--- config.mk ---
export PLATFORM = sky130hd
export DESIGN_NAME = hop_chain_tester_flat
export DESIGN_NICKNAME = d
export VERILOG_FILES = /design/src/rtl/hop_chain_tester_pkg.sv /design/src/rtl/hop_chain_tester_if.sv /design/src/rtl/hop_arrival_mon.sv /design/src/rtl/hop_chain_tester.sv /design/src/flat_wrapper.sv
export SDC_FILE = /design/constraint.sdc
export NUM_CORES = 1
export LEC_CHECK = 0
export BUFFER_PORTS_ARGS = -buffer_cell sky130_fd_sc_hd__buf_4
export CAP_MARGIN = 20
export CORE_ASPECT_RATIO = 1.25
export CORE_MARGIN = 8
export CORE_UTILIZATION = 55
export CTS_CLUSTER_DIAMETER = 60
export DETAILED_ROUTE_END_ITERATION = 10
export GPL_ROUTABILITY_DRIVEN = 0
export PLACE_DENSITY_LB_ADDON = 0.15
export SETUP_SLACK_MARGIN = 0.15
export SLEW_MARGIN = 5
export SYNTH_ARGS = -nofsm -noshare
export SYNTH_HDL_FRONTEND = slang
export SYNTH_SLANG_ARGS = --single-unit
--- constraint.sdc ---
create_clock -name clock0 -period 3 [get_ports clock0]
set_clock_uncertainty 0.15 [all_clocks]
set_input_delay 0.45 -clock clock0 [delete_from_list [all_inputs] [get_ports clock0]]
set_output_delay 0.45 -clock clock0 [all_outputs]
set_load 0.01 [all_outputs]
--- src/rtl/hop_chain_tester_pkg.sv ---
// rtl/hop_chain_tester_pkg.sv - FSM states and error codes shared by the hop chain tester.
package hop_tst_pkg;

  typedef enum logic [2:0] {
    IDLE    = 3'd0,
    RESET   = 3'd1,
    FLUSH   = 3'd2,
    LAUNCH  = 3'd3,
    MEASURE = 3'd4,
    DONE    = 3'd5
  } state_t;

  localparam logic [2:0] ERR_NONE    = 3'd0;
  localparam logic [2:0] ERR_FLUSH   = 3'd1;
  localparam logic [2:0] ERR_TIMEOUT = 3'd2;
  localparam logic [2:0] ERR_LAT     = 3'd3;
  localparam logic [2:0] ERR_XTALK   = 3'd4;
  localparam logic [2:0] ERR_PWIDTH  = 3'd5;

endpackage

--- src/rtl/hop_chain_tester_if.sv ---
// rtl/hop_chain_tester_if.sv - launch/reset/arrival signals between the tester and a hop chain.
interface hop_chain_if #(
  parameter int NUM_RST = 14
);
  logic               start1;
  logic               start2;
  logic [NUM_RST-1:0] rst_chain;
  logic               ff8;
  logic               ff16;

  modport master (
    output start1,
    output start2,
    output rst_chain,
    input  ff8,
    input  ff16
  );

  modport slave (
    input  start1,
    input  start2,
    input  rst_chain,
    output ff8,
    output ff16
  );
endinterface

--- src/rtl/hop_arrival_mon.sv ---
// rtl/hop_arrival_mon.sv - per-chain arrival latch, latency capture and crosstalk flag;
// HOP_PULSE_WIDTH_CHECK_EN adds the post-arrival low-sample check.
module hop_arrival_mon #(
  parameter int LAT_W = 8
) (
  input  logic             clk,
  input  logic             rst,
  input  logic             clr,
  input  logic             en,
  input  logic             sel,
  input  logic             ff,
  input  logic [LAT_W-1:0] cnt,
  output logic             arrived,
  output logic [LAT_W-1:0] lat_now,
  output logic [LAT_W-1:0] lat,
  output logic             xtalk,
  output logic             pw_err
);

  logic             arrived_q, arrived_d;
  logic [LAT_W-1:0] lat_q, lat_d;
  logic [LAT_W-1:0] cnt_inc;
  logic             hit;

  // Latency is the count this edge produces, saturating at all-ones.
  assign cnt_inc = (&cnt) ? cnt : cnt + 1'b1;
  assign hit     = en && sel && ff && !arrived_q;

  always_comb begin
    arrived_d = arrived_q;
    lat_d     = lat_q;
    if (clr) begin
      arrived_d = 1'b0;
      lat_d     = '0;
    end else if (hit) begin
      arrived_d = 1'b1;
      lat_d     = cnt_inc;
    end
  end

`ifdef HOP_PULSE_WIDTH_CHECK_EN
  logic chk_q, chk_d;
  assign chk_d  = hit && !clr;
  assign pw_err = en && chk_q && ff;

  always_ff @(posedge clk) begin
    if (rst) chk_q <= 1'b0;
    else     chk_q <= chk_d;
  end
`else
  assign pw_err = 1'b0;
`endif

  always_ff @(posedge clk) begin
    if (rst) begin
      arrived_q <= 1'b0;
      lat_q     <= '0;
    end else begin
      arrived_q <= arrived_d;
      lat_q     <= lat_d;
    end
  end

  assign arrived = arrived_q || hit;
  assign lat_now = hit ? cnt_inc : lat_q;
  assign lat     = lat_q;
  assign xtalk   = en && !sel && ff;

endmodule

--- src/rtl/hop_chain_tester.sv ---
// rtl/hop_chain_tester.sv - hop chain stimulus/checker: reset, flush, launch, latency measure.
// HOP_PULSE_WIDTH_CHECK_EN enables the arrival pulse-width check (err 5).
module hop_chain_tester
  import hop_tst_pkg::*;
#(
  parameter int NUM_RST   = 14,
  parameter int RST_CYC   = 4,
  parameter int FLUSH_CYC = 16,
  parameter int EXP_LAT   = 9,
  parameter int TIMEOUT   = 32,
  parameter int LAT_W     = 8
) (
  input  logic             clock0,
  input  logic             rst1,
  input  logic             go,
  input  logic [1:0]       sel,
  hop_chain_if.master      chain,
  output logic             busy,
  output logic             done,
  output logic             pass,
  output logic [2:0]       err,
  output logic [LAT_W-1:0] lat1,
  output logic [LAT_W-1:0] lat2
);

  state_t             state_q, state_d;
  logic [LAT_W-1:0]   cnt_q, cnt_d, cnt_inc;
  logic [2:0]         err_q, err_d, err_new;
  logic [1:0]         sel_q, sel_d;
  logic               start1_q, start1_d, start2_q, start2_d;
  logic               busy_q, busy_d, done_q, done_d, pass_q, pass_d;
  logic [NUM_RST-1:0] rst_chain_q, rst_chain_d;
  logic               go_acc, mon_en, all_arr, lat_bad;
  logic               arr1, arr2, xt1, xt2, pw1, pw2;
  logic [LAT_W-1:0]   lat1_now, lat2_now;
`ifdef HOP_PULSE_WIDTH_CHECK_EN
  logic               fin_q, fin_d;
`endif

  assign cnt_inc = (&cnt_q) ? cnt_q : cnt_q + 1'b1;
  assign go_acc  = go && (state_q == IDLE || state_q == DONE);
  assign mon_en  = (state_q == LAUNCH || state_q == MEASURE);
  assign all_arr = (arr1 || !sel_q[0]) && (arr2 || !sel_q[1]);
  assign lat_bad = (sel_q[0] && lat1_now != LAT_W'(EXP_LAT)) ||
                   (sel_q[1] && lat2_now != LAT_W'(EXP_LAT));

  hop_arrival_mon #(.LAT_W(LAT_W)) u_mon1 (
    .clk(clock0), .rst(rst1), .clr(go_acc), .en(mon_en), .sel(sel_q[0]),
    .ff(chain.ff8), .cnt(cnt_q), .arrived(arr1), .lat_now(lat1_now),
    .lat(lat1), .xtalk(xt1), .pw_err(pw1)
  );

  hop_arrival_mon #(.LAT_W(LAT_W)) u_mon2 (
    .clk(clock0), .rst(rst1), .clr(go_acc), .en(mon_en), .sel(sel_q[1]),
    .ff(chain.ff16), .cnt(cnt_q), .arrived(arr2), .lat_now(lat2_now),
    .lat(lat2), .xtalk(xt2), .pw_err(pw2)
  );

  always_comb begin
    state_d = state_q;
    cnt_d   = cnt_q;
    err_d   = err_q;
    sel_d   = sel_q;
    err_new = ERR_NONE;
`ifdef HOP_PULSE_WIDTH_CHECK_EN
    fin_d   = 1'b0;
`endif
    case (state_q)
      IDLE, DONE: begin
        if (go) begin
          state_d = RESET;
          cnt_d   = '0;
          err_d   = ERR_NONE;
          sel_d   = sel;
        end
      end
      RESET: begin
        if (cnt_q == LAT_W'(RST_CYC - 1)) begin
          state_d = FLUSH;
          cnt_d   = '0;
        end else begin
          cnt_d = cnt_inc;
        end
      end
      FLUSH: begin
        if (chain.ff8 || chain.ff16) begin
          err_d   = ERR_FLUSH;
          state_d = DONE;
        end else if (cnt_q == LAT_W'(FLUSH_CYC - 1)) begin
          state_d = (sel_q == 2'b00) ? DONE : LAUNCH;
          cnt_d   = '0;
        end else begin
          cnt_d = cnt_inc;
        end
      end
      LAUNCH, MEASURE: begin
        cnt_d   = cnt_inc;
        state_d = MEASURE;
        // Ordered so simultaneous errors resolve to the lowest code.
        if (cnt_inc >= LAT_W'(TIMEOUT) && !all_arr) err_new = ERR_TIMEOUT;
        else if (all_arr && lat_bad)                err_new = ERR_LAT;
        else if (xt1 || xt2)                        err_new = ERR_XTALK;
        else if (pw1 || pw2)                        err_new = ERR_PWIDTH;
        if (err_new != ERR_NONE) begin
          err_d   = err_new;
          state_d = DONE;
        end else if (all_arr) begin
`ifdef HOP_PULSE_WIDTH_CHECK_EN
          if (fin_q) state_d = DONE;
          else       fin_d   = 1'b1;
`else
          state_d = DONE;
`endif
        end
      end
      default: state_d = IDLE;
    endcase

    start1_d    = (state_d == LAUNCH) && sel_d[0];
    start2_d    = (state_d == LAUNCH) && sel_d[1];
    rst_chain_d = (state_d == FLUSH || state_d == LAUNCH || state_d == MEASURE) ? '0 : '1;
    busy_d      = (state_d == RESET || state_d == FLUSH || state_d == LAUNCH || state_d == MEASURE);
    done_d      = (state_d == DONE);
    pass_d      = done_d && (err_d == ERR_NONE);
  end

  always_ff @(posedge clock0) begin
    if (rst1) begin
      state_q     <= IDLE;
      cnt_q       <= '0;
      err_q       <= ERR_NONE;
      sel_q       <= 2'b00;
      start1_q    <= 1'b0;
      start2_q    <= 1'b0;
      rst_chain_q <= '1;
      busy_q      <= 1'b0;
      done_q      <= 1'b0;
      pass_q      <= 1'b0;
    end else begin
      state_q     <= state_d;
      cnt_q       <= cnt_d;
      err_q       <= err_d;
      sel_q       <= sel_d;
      start1_q    <= start1_d;
      start2_q    <= start2_d;
      rst_chain_q <= rst_chain_d;
      busy_q      <= busy_d;
      done_q      <= done_d;
      pass_q      <= pass_d;
    end
  end

`ifdef HOP_PULSE_WIDTH_CHECK_EN
  always_ff @(posedge clock0) begin
    if (rst1) fin_q <= 1'b0;
    else      fin_q <= fin_d;
  end
`endif

  assign chain.start1    = start1_q;
  assign chain.start2    = start2_q;
  assign chain.rst_chain = rst_chain_q;
  assign busy            = busy_q;
  assign done            = done_q;
  assign pass            = pass_q;
  assign err             = err_q;

endmodule
--- src/flat_wrapper.sv ---
// flat-port wrapper written by rule: the top's interface ports become plain ports
module hop_chain_tester_flat import hop_tst_pkg::*;
#(
  parameter int NUM_RST   = 14,
  parameter int RST_CYC   = 4,
  parameter int FLUSH_CYC = 16,
  parameter int EXP_LAT   = 9,
  parameter int TIMEOUT   = 32,
  parameter int LAT_W     = 8
)
  (clock0, rst1, go, sel, busy, done, pass, err, lat1, lat2, chain_start1, chain_start2, chain_rst_chain, chain_ff8, chain_ff16);
  hop_chain_if #(.NUM_RST(NUM_RST)) chain_i ();
  input  logic clock0;
  input  logic rst1;
  input  logic go;
  input  logic [1:0] sel;
  output logic busy;
  output logic done;
  output logic pass;
  output logic [2:0] err;
  output logic [LAT_W-1:0] lat1;
  output logic [LAT_W-1:0] lat2;
  output wire logic [$bits(chain_i.start1)-1:0] chain_start1;
  output wire logic [$bits(chain_i.start2)-1:0] chain_start2;
  output wire logic [$bits(chain_i.rst_chain)-1:0] chain_rst_chain;
  input wire logic [$bits(chain_i.ff8)-1:0] chain_ff8;
  input wire logic [$bits(chain_i.ff16)-1:0] chain_ff16;
  assign chain_start1 = chain_i.start1;
  assign chain_start2 = chain_i.start2;
  assign chain_rst_chain = chain_i.rst_chain;
  assign chain_i.ff8 = chain_ff8;
  assign chain_i.ff16 = chain_ff16;
  hop_chain_tester #(.NUM_RST(NUM_RST), .RST_CYC(RST_CYC), .FLUSH_CYC(FLUSH_CYC), .EXP_LAT(EXP_LAT), .TIMEOUT(TIMEOUT), .LAT_W(LAT_W)) u_core (.clock0(clock0), .rst1(rst1), .go(go), .sel(sel), .chain(chain_i), .busy(busy), .done(done), .pass(pass), .err(err), .lat1(lat1), .lat2(lat2));
endmodule
### Yosys cells after proc, flatten, opt, wreduce, memory -nomap -nowiden

Cells that the tools add are included.

* register bits after elaboration: 53
* bits in latches: 0
* RAM bits: 0
* ROM bits: 0
* input port bits: 7
* output and inout port bits: 38
* memories: 0

* $add $sub $neg: 1
* $mul: 0
* div/mod/pow operators: 0
* $lt $le $gt $ge: 1
* equal/unequal tests: 16
* shift operators: 0
* muxes and demuxes: 27
* bitwise logic cells: 0
* reduce and logical (&&, ||, !) cells: 48

Operator list (count)
* $mux 8: 7
* $mux 3: 13
* $pmux 8 s4: 1
* $logic_and 1x1->1: 19
* $ne 8x4->1 const B: 2
* $logic_or 1x1->1: 14
* $mux 14: 1
* $eq 3x2->1 const B: 4
* $eq 3x3->1 const B: 4
* $pmux 3 s4: 1
* $pmux 3 s3: 1
* $add 8x1->8 const B: 1
* $eq 8x2->1 const B: 1
* $eq 8x4->1 const B: 1
* $ge 8x6->1 const B: 1
* $reduce_and 8->1: 1
* $eq 3x1->1 const B: 2
* $logic_not 3->1: 2
* $reduce_or 2->1: 3
* $logic_not 1->1: 5
* $mux 2: 2
* $ne 2x2->1 const B: 2
* $reduce_bool 4->1: 1
* $reduce_and 3->1: 1
* other kinds (3): 3

### Logic depth before layout (Yosys ltp)

* word-level depth: 20
* mapped depth: 10
* mapped depth without buffers: 9

### Modules after synthesis

A second synthesis with hierarchy kept.

* cells, all modules: 329
* area, all modules: 2730.1 µm²

Modules (own cells, without submodules)
* hop_chain_tester: times used 1, cells each 175, area an instance 1511.4 µm², sequential area each 440.4 µm²
* hop_arrival_mon: times used 2, cells each 77, area an instance 609.3 µm², sequential area each 180.2 µm²

### Least setup slack after synthesis

OpenSTA, ideal clock, no wires.

* path type: register -> register
* from: register u_core.cnt_q[1]
* to: register u_core.pass_q, in the netlist u_core.pass
* arrival: 2.118 ns
* setup slack: 0.671 ns
* stages on the path, launching flop included: 10
* path buffers: 0
* clock period less this slack: 2.329 ns
* cell sequence: dfxtp_1 -> ha_1 -> nand3_2 -> nor2_4 -> a21oi_1 -> and3_1 -> o311a_1 -> a31oi_1 -> nand2_1 -> and4bb_1

* cells in the longest elaborated chain, start to end: 15
* elaborated cells between the ends (all ways): 29
* classes of those cells: add/sub (1); order compare (1); eq/ne (5); mux (13); reduce/logical (9)

RTL lines
* from (decl): RTL line hop_chain_tester.sv:27 `logic [LAT_W-1:0] cnt_q, cnt_d, cnt_inc;`
* from (signal assigned): RTL line hop_chain_tester.sv:141 `cnt_q <= cnt_d;`
* $add 8x1->8 / $reduce_and 8->1 (equally long branches): RTL line hop_arrival_mon.sv:26, hop_chain_tester.sv:40
* $mux 8: RTL line hop_arrival_mon.sv:26, hop_chain_tester.sv:40
* $mux 8
* $ne 8x4->1, on equally long branches: RTL line hop_chain_tester.sv:44, hop_chain_tester.sv:45
* $logic_and 1x1->1, on equally long branches: RTL line hop_chain_tester.sv:44, hop_chain_tester.sv:45
* $logic_or 1x1->1: RTL line hop_chain_tester.sv:44 `assign lat_bad = (sel_q[0] && lat1_now != LAT_W'(EXP_LAT)) ||`
* $logic_and 1x1->1: RTL line hop_chain_tester.sv:101 `else if (all_arr && lat_bad) err_new = ERR_LAT;`
* $mux 3: RTL line hop_chain_tester.sv:101
* $mux 3: RTL line hop_chain_tester.sv:100 `if (cnt_inc >= LAT_W'(TIMEOUT) && !all_arr) err_new = ERR_TIMEOUT;`
* $mux 3: RTL line hop_chain_tester.sv:68 `case (state_q)`
* $reduce_bool 3->1: RTL line hop_chain_tester.sv:104 `if (err_new != ERR_NONE) begin`
* $mux 3: RTL line hop_chain_tester.sv:104
* $pmux 3 s4 / $pmux 3 s3 (equally long branches): RTL line hop_chain_tester.sv:68
* $eq 3x3->1 / $logic_not 3->1 (equally long branches): RTL line hop_chain_tester.sv:123, hop_chain_tester.sv:124
* $logic_and 1x1->1 *: RTL line hop_chain_tester.sv:124 `pass_d = done_d && (err_d == ERR_NONE);`
* to (signal assigned): RTL line hop_chain_tester.sv:149 `pass_q <= pass_d;`
* to (decl): RTL line hop_chain_tester.sv:31 `logic busy_q, busy_d, done_q, done_d, pass_q, pass_d;`

Mark *: on every way between the ends. The rest lies on a longest branch, timed or not. The select of a mux whose other input is x is not followed.
A chain may end at the register's enable or synchronous reset.

### Worst setup path in the final report

* from: register u_core.cnt_q[2]
* to: register u_core.pass_q, in the netlist u_core.pass

The elaborated chain is that of the path after synthesis.

==> impl_metrics.csv <==
group,metric,value,unit
worst_setup_path,crit-reg2reg-capture,"u_core.pass",
clocking,ctsResizeCount,0,
final_layout,area_occupied_by_multi_input_gates,1295,um2
worst_setup_path,rrSetupSlack,0.34,ns
global_route,maximum_number_of_pins_on_one_net_before_global_route_repair,22,
final_layout,final_cell_mix,"sky130_fd_sc_hd__buf_4, sky130_fd_sc_hd__nor2_1, sky130_fd_sc_hd__dfxtp_1",
sta,finalSetupTns,0,ns
worst_setup_path,cp_num_cells,8,
sta,fmax,0.3757,GHz
final_layout,regArea,804.5,um2
final_layout,finish.net_count,318,
drt,vias,2114,
synth,synth_enable_flop_cells,0,
floorplanning,dieHeight,88.10,um
final_layout,layout_commonest_cell,"sky130_fd_sc_hd__buf_4",
final_layout,fraction_of_final_layout_cells_with_drive_strength_greater_than_1,24.52,%
sta,slew-limit-headroom,61.01,%
global_route,antenna_found_initial,0,
synth,post_synth_num_cell_types,60,
sta,post-route-min-period,2.662,ns
worst_setup_path,timing.critical_path.from,"u_core.cnt_q[2]",
drt,drcViolationCount,0,
drt,ant_nets,0,
drt,met2RoutedLength,2.875,mm
synth,synth_area_leaders,"sky130_fd_sc_hd__dfxtp_1, sky130_fd_sc_hd__nor2_1, sky130_fd_sc_hd__a211oi_1",
clocking,cts_inserted_buffers,5,
synth,synth_flop_cell,"sky130_fd_sc_hd__dfxtp_1",
clocking,cts_hold_buf,0,
global_route,grt_pass1_wl,9.804,mm
floorplanning,core_area,4034,um2
floorplanning,design.die.area,6491,um2
power,largest_voltage_drop_on_the_vdd_net,0.2900,mV
synth,synthesis.yosys.warnings,0,
sta,final_worst_path_cycle_share,88.73,%
final_layout,layout.filler_cells,369,
sta,final_slew_violations,0,
worst_setup_path,critPathCapture,"u_core.pass",
clocking,clock_latency,0.30,ns
power,power,1.003,mW
sta,timing.final.hold_violations,0,
synth,netlist_area,2287,um2
power,powerDensity,375.6,nW/um2
synth,synth_seq_area_share,35.01,%
floorplanning,initial_utilization,56.70,%
global_route,global_route.usage.total,19.46,%
worst_hold_path,min-delay-path-class,"primary input to flip-flop",
drt,met1Wirelength,2.414,mm
synth,post_synthesis_sequential_element_count,40,
synth,netlist_instances,278,
clocking,cts.reportedPaths.clkPinSlew,0.08,ns
clocking,cts_root_buf,"sky130_fd_sc_hd__clkbuf_8",
final_layout,ant_diodes,0,
sta,worst_slew_pin_slew,0.5795,ns
synth,synth-async-reset-ratio,0,%
drt,wirelength,5.773,mm
worst_setup_path,critPathRequiredTime,3.05,ns
worst_setup_path,worst_ep_arrival_time,2.71,ns
global_route,via_count_of_the_first_global_routing_pass,2063,
drt,wire_length_on_met3,289,um
final_layout,final_core_utilization,66.19,%
worst_setup_path,r2r-start,"u_core.cnt_q[2]",
synth,synth_top_cell_by_area,"sky130_fd_sc_hd__dfxtp_1",
sta,timing.final.setup_violations,0,
clocking,tritoncts,"built",
synth,post_synth.cell_area_avg,8.227,um2
placed_design,io_buffer_count,44,
worst_setup_path,setup.worst_path.end_class,"flip-flop",
clocking,cts_buffer_depth,2,
worst_setup_path,cp_max_fo,9,
power,p_leak,1.035,nW
worst_setup_path,start_kind,"flip-flop",
worst_setup_path,cp.buffers_inverters,0,
worst_setup_path,r2r_cells,8,
drt,detailedRoute.firstIterationViolations,147,
worst_setup_path,cpPeakStageDelay,0.53,ns
drt,avgViaCountPerCell,5.776,
placed_design,dp_hpwl,4.396,mm
drt,top_signal_layer_used,"met4",
clocking,clock-sinks,40,
worst_setup_path,cp_top_family,"simple AND/OR/NAND/NOR gates",
synth,yosysTopAreaCellShare,35.01,%
global_route,overflow,0,
clocking,post_cts_buffers,0,
drt,detailedRoute.firstPassIterationCount,4,
floorplanning,num_io_pins,45,
worst_setup_path,cells_traversed_along_the_worst_timing_path,"nand4_1 -> nor2_1 -> mux2i_1 -> nand3_1 -> o31a_1 -> nor3_4 -> nor2b_1 -> and4bb_1",
drt,drt-wirelength-per-cell,15.77,um
outcome,run_status,"completed",
worst_setup_path,slowest_stage,"sky130_fd_sc_hd__dfxtp_1",
worst_setup_path,worstSetupPathType,"flip-flop to flip-flop",
run,max_capacitance_violation_count,0,
clocking,htree_levels,2,
floorplanning,std_cell_rows,26,
final_layout,area_growth,16.74,%
floorplanning,dieWidth,73.68,um
synth,synthesis.nets,287,
sta,rsz_0062_raised_after_global_routing,"false",
## worst min-delay path: cells and delay by family
family	cells	cell delay (ns)
buffers and inverters	1	0.08
multiplexers	1	0.07
AND/OR/NAND/NOR	1	0.08
## per-layer routing
metal	global-route usage (%)	vias to the layer above
met5	0	-
met4	9.290	0
met3	5.155	17
met2	33.12	57
met1	21.77	984
li1	-	1056
## cells by family (layout without fill, tap and decap cells)
logic type / Yosys count / after routing / synth area share (%)
AOI/OAI and AO/OA: 74 / 74 / 22.87
xor gates and xnor gates: 6 / 6 / 2.298
adders and majority gates: 2 / 2 / 1.094
muxes: 10 / 10 / 4.431
DFF: 40 / 40 / 35.01
and+or+nand+nor: 112 / 112 / 25.93
buffers and inverters: 34 / 66 / 8.370
## cell type report
| cell class | count | area share (%) |
|---|---|---|
| clock buffer | 5 | 2.577 |
| clock inverter | 3 | 0.7029 |
| inverter | 6 | 0.8435 |
| multi-input combinational | 204 | 48.50 |
| sequential | 40 | 30.13 |
| tap | 56 | 2.624 |
| timing repair buffer | 52 | 14.62 |
## where the power goes
group,total (mW),internal (mW),switching [mW]
Sequential,0.545,0.536,0.00921
Combinational,0.104,0.0404,0.0633
Clock,0.354,0.162,0.192
Total,1.00,0.738,0.265
## sequential cells by signal, indices dropped and copies added (netlist names), 2 cells and up
signal,cells
u_core.sel_q,2
u_core.cnt_q,8
u_core.u_mon2.lat,8
u_core.err,3
u_core.state_q,3
u_core.u_mon1.lat,8
## synth_stat cells (all sizes together) (2+ instances only)
master  count
o22ai       2
dfxtp      40
o21ai      14
nor2       48
xnor2       3
nand2      18
nor4        4
o31a        3
ha          2
a32oi       3
nor3b       2
a21oi      15
inv         6
a211o       2
mux2i       9
nand3      11
nand4       3
buf        21
a21o        3
a31oi       4
nor2b       5
a211oi     14
clkbuf      7
a22oi       2
and3        2
and4        3
nand2b      4
xor2        3
nor3        5
## stage by stage
| step | instances | hold slack [ns] | setup WS [ns] | instance area [um2] |
|---|---|---|---|---|
| final | 366 | 0.2686 | 0.3381 | 2670 |
| after global routing | 366 | 0.2901 | 0.1592 | 2670 |
| after CTS | 366 | 0.2669 | 0.2739 | 2666 |
| after detailed placement | 358 | 0.3159 | 0.3047 | 2579 |
| after global placement | 358 | 0.3172 | 0.3305 | 2579 |
| after floorplan | 278 | 0.2874 | 0.6710 | 2287 |
## worst min path at each step
stage	startpoint	slack, ns	endpoint	cells after the start
floorplan	u_core.u_mon2.arrived_q	0.29	u_core.u_mon2.arrived_q	2
global placement	u_core.u_mon2.arrived_q	0.32	u_core.u_mon2.arrived_q	2
detailed placement	u_core.u_mon2.arrived_q	0.32	u_core.u_mon2.arrived_q	2
CTS	sel[0]	0.27	u_core.sel_q[0]	3
global route	sel[0]	0.29	u_core.sel_q[0]	3
finish	sel[0]	0.27	u_core.sel_q[0]	3
Power figures use the tool's default switching activity.
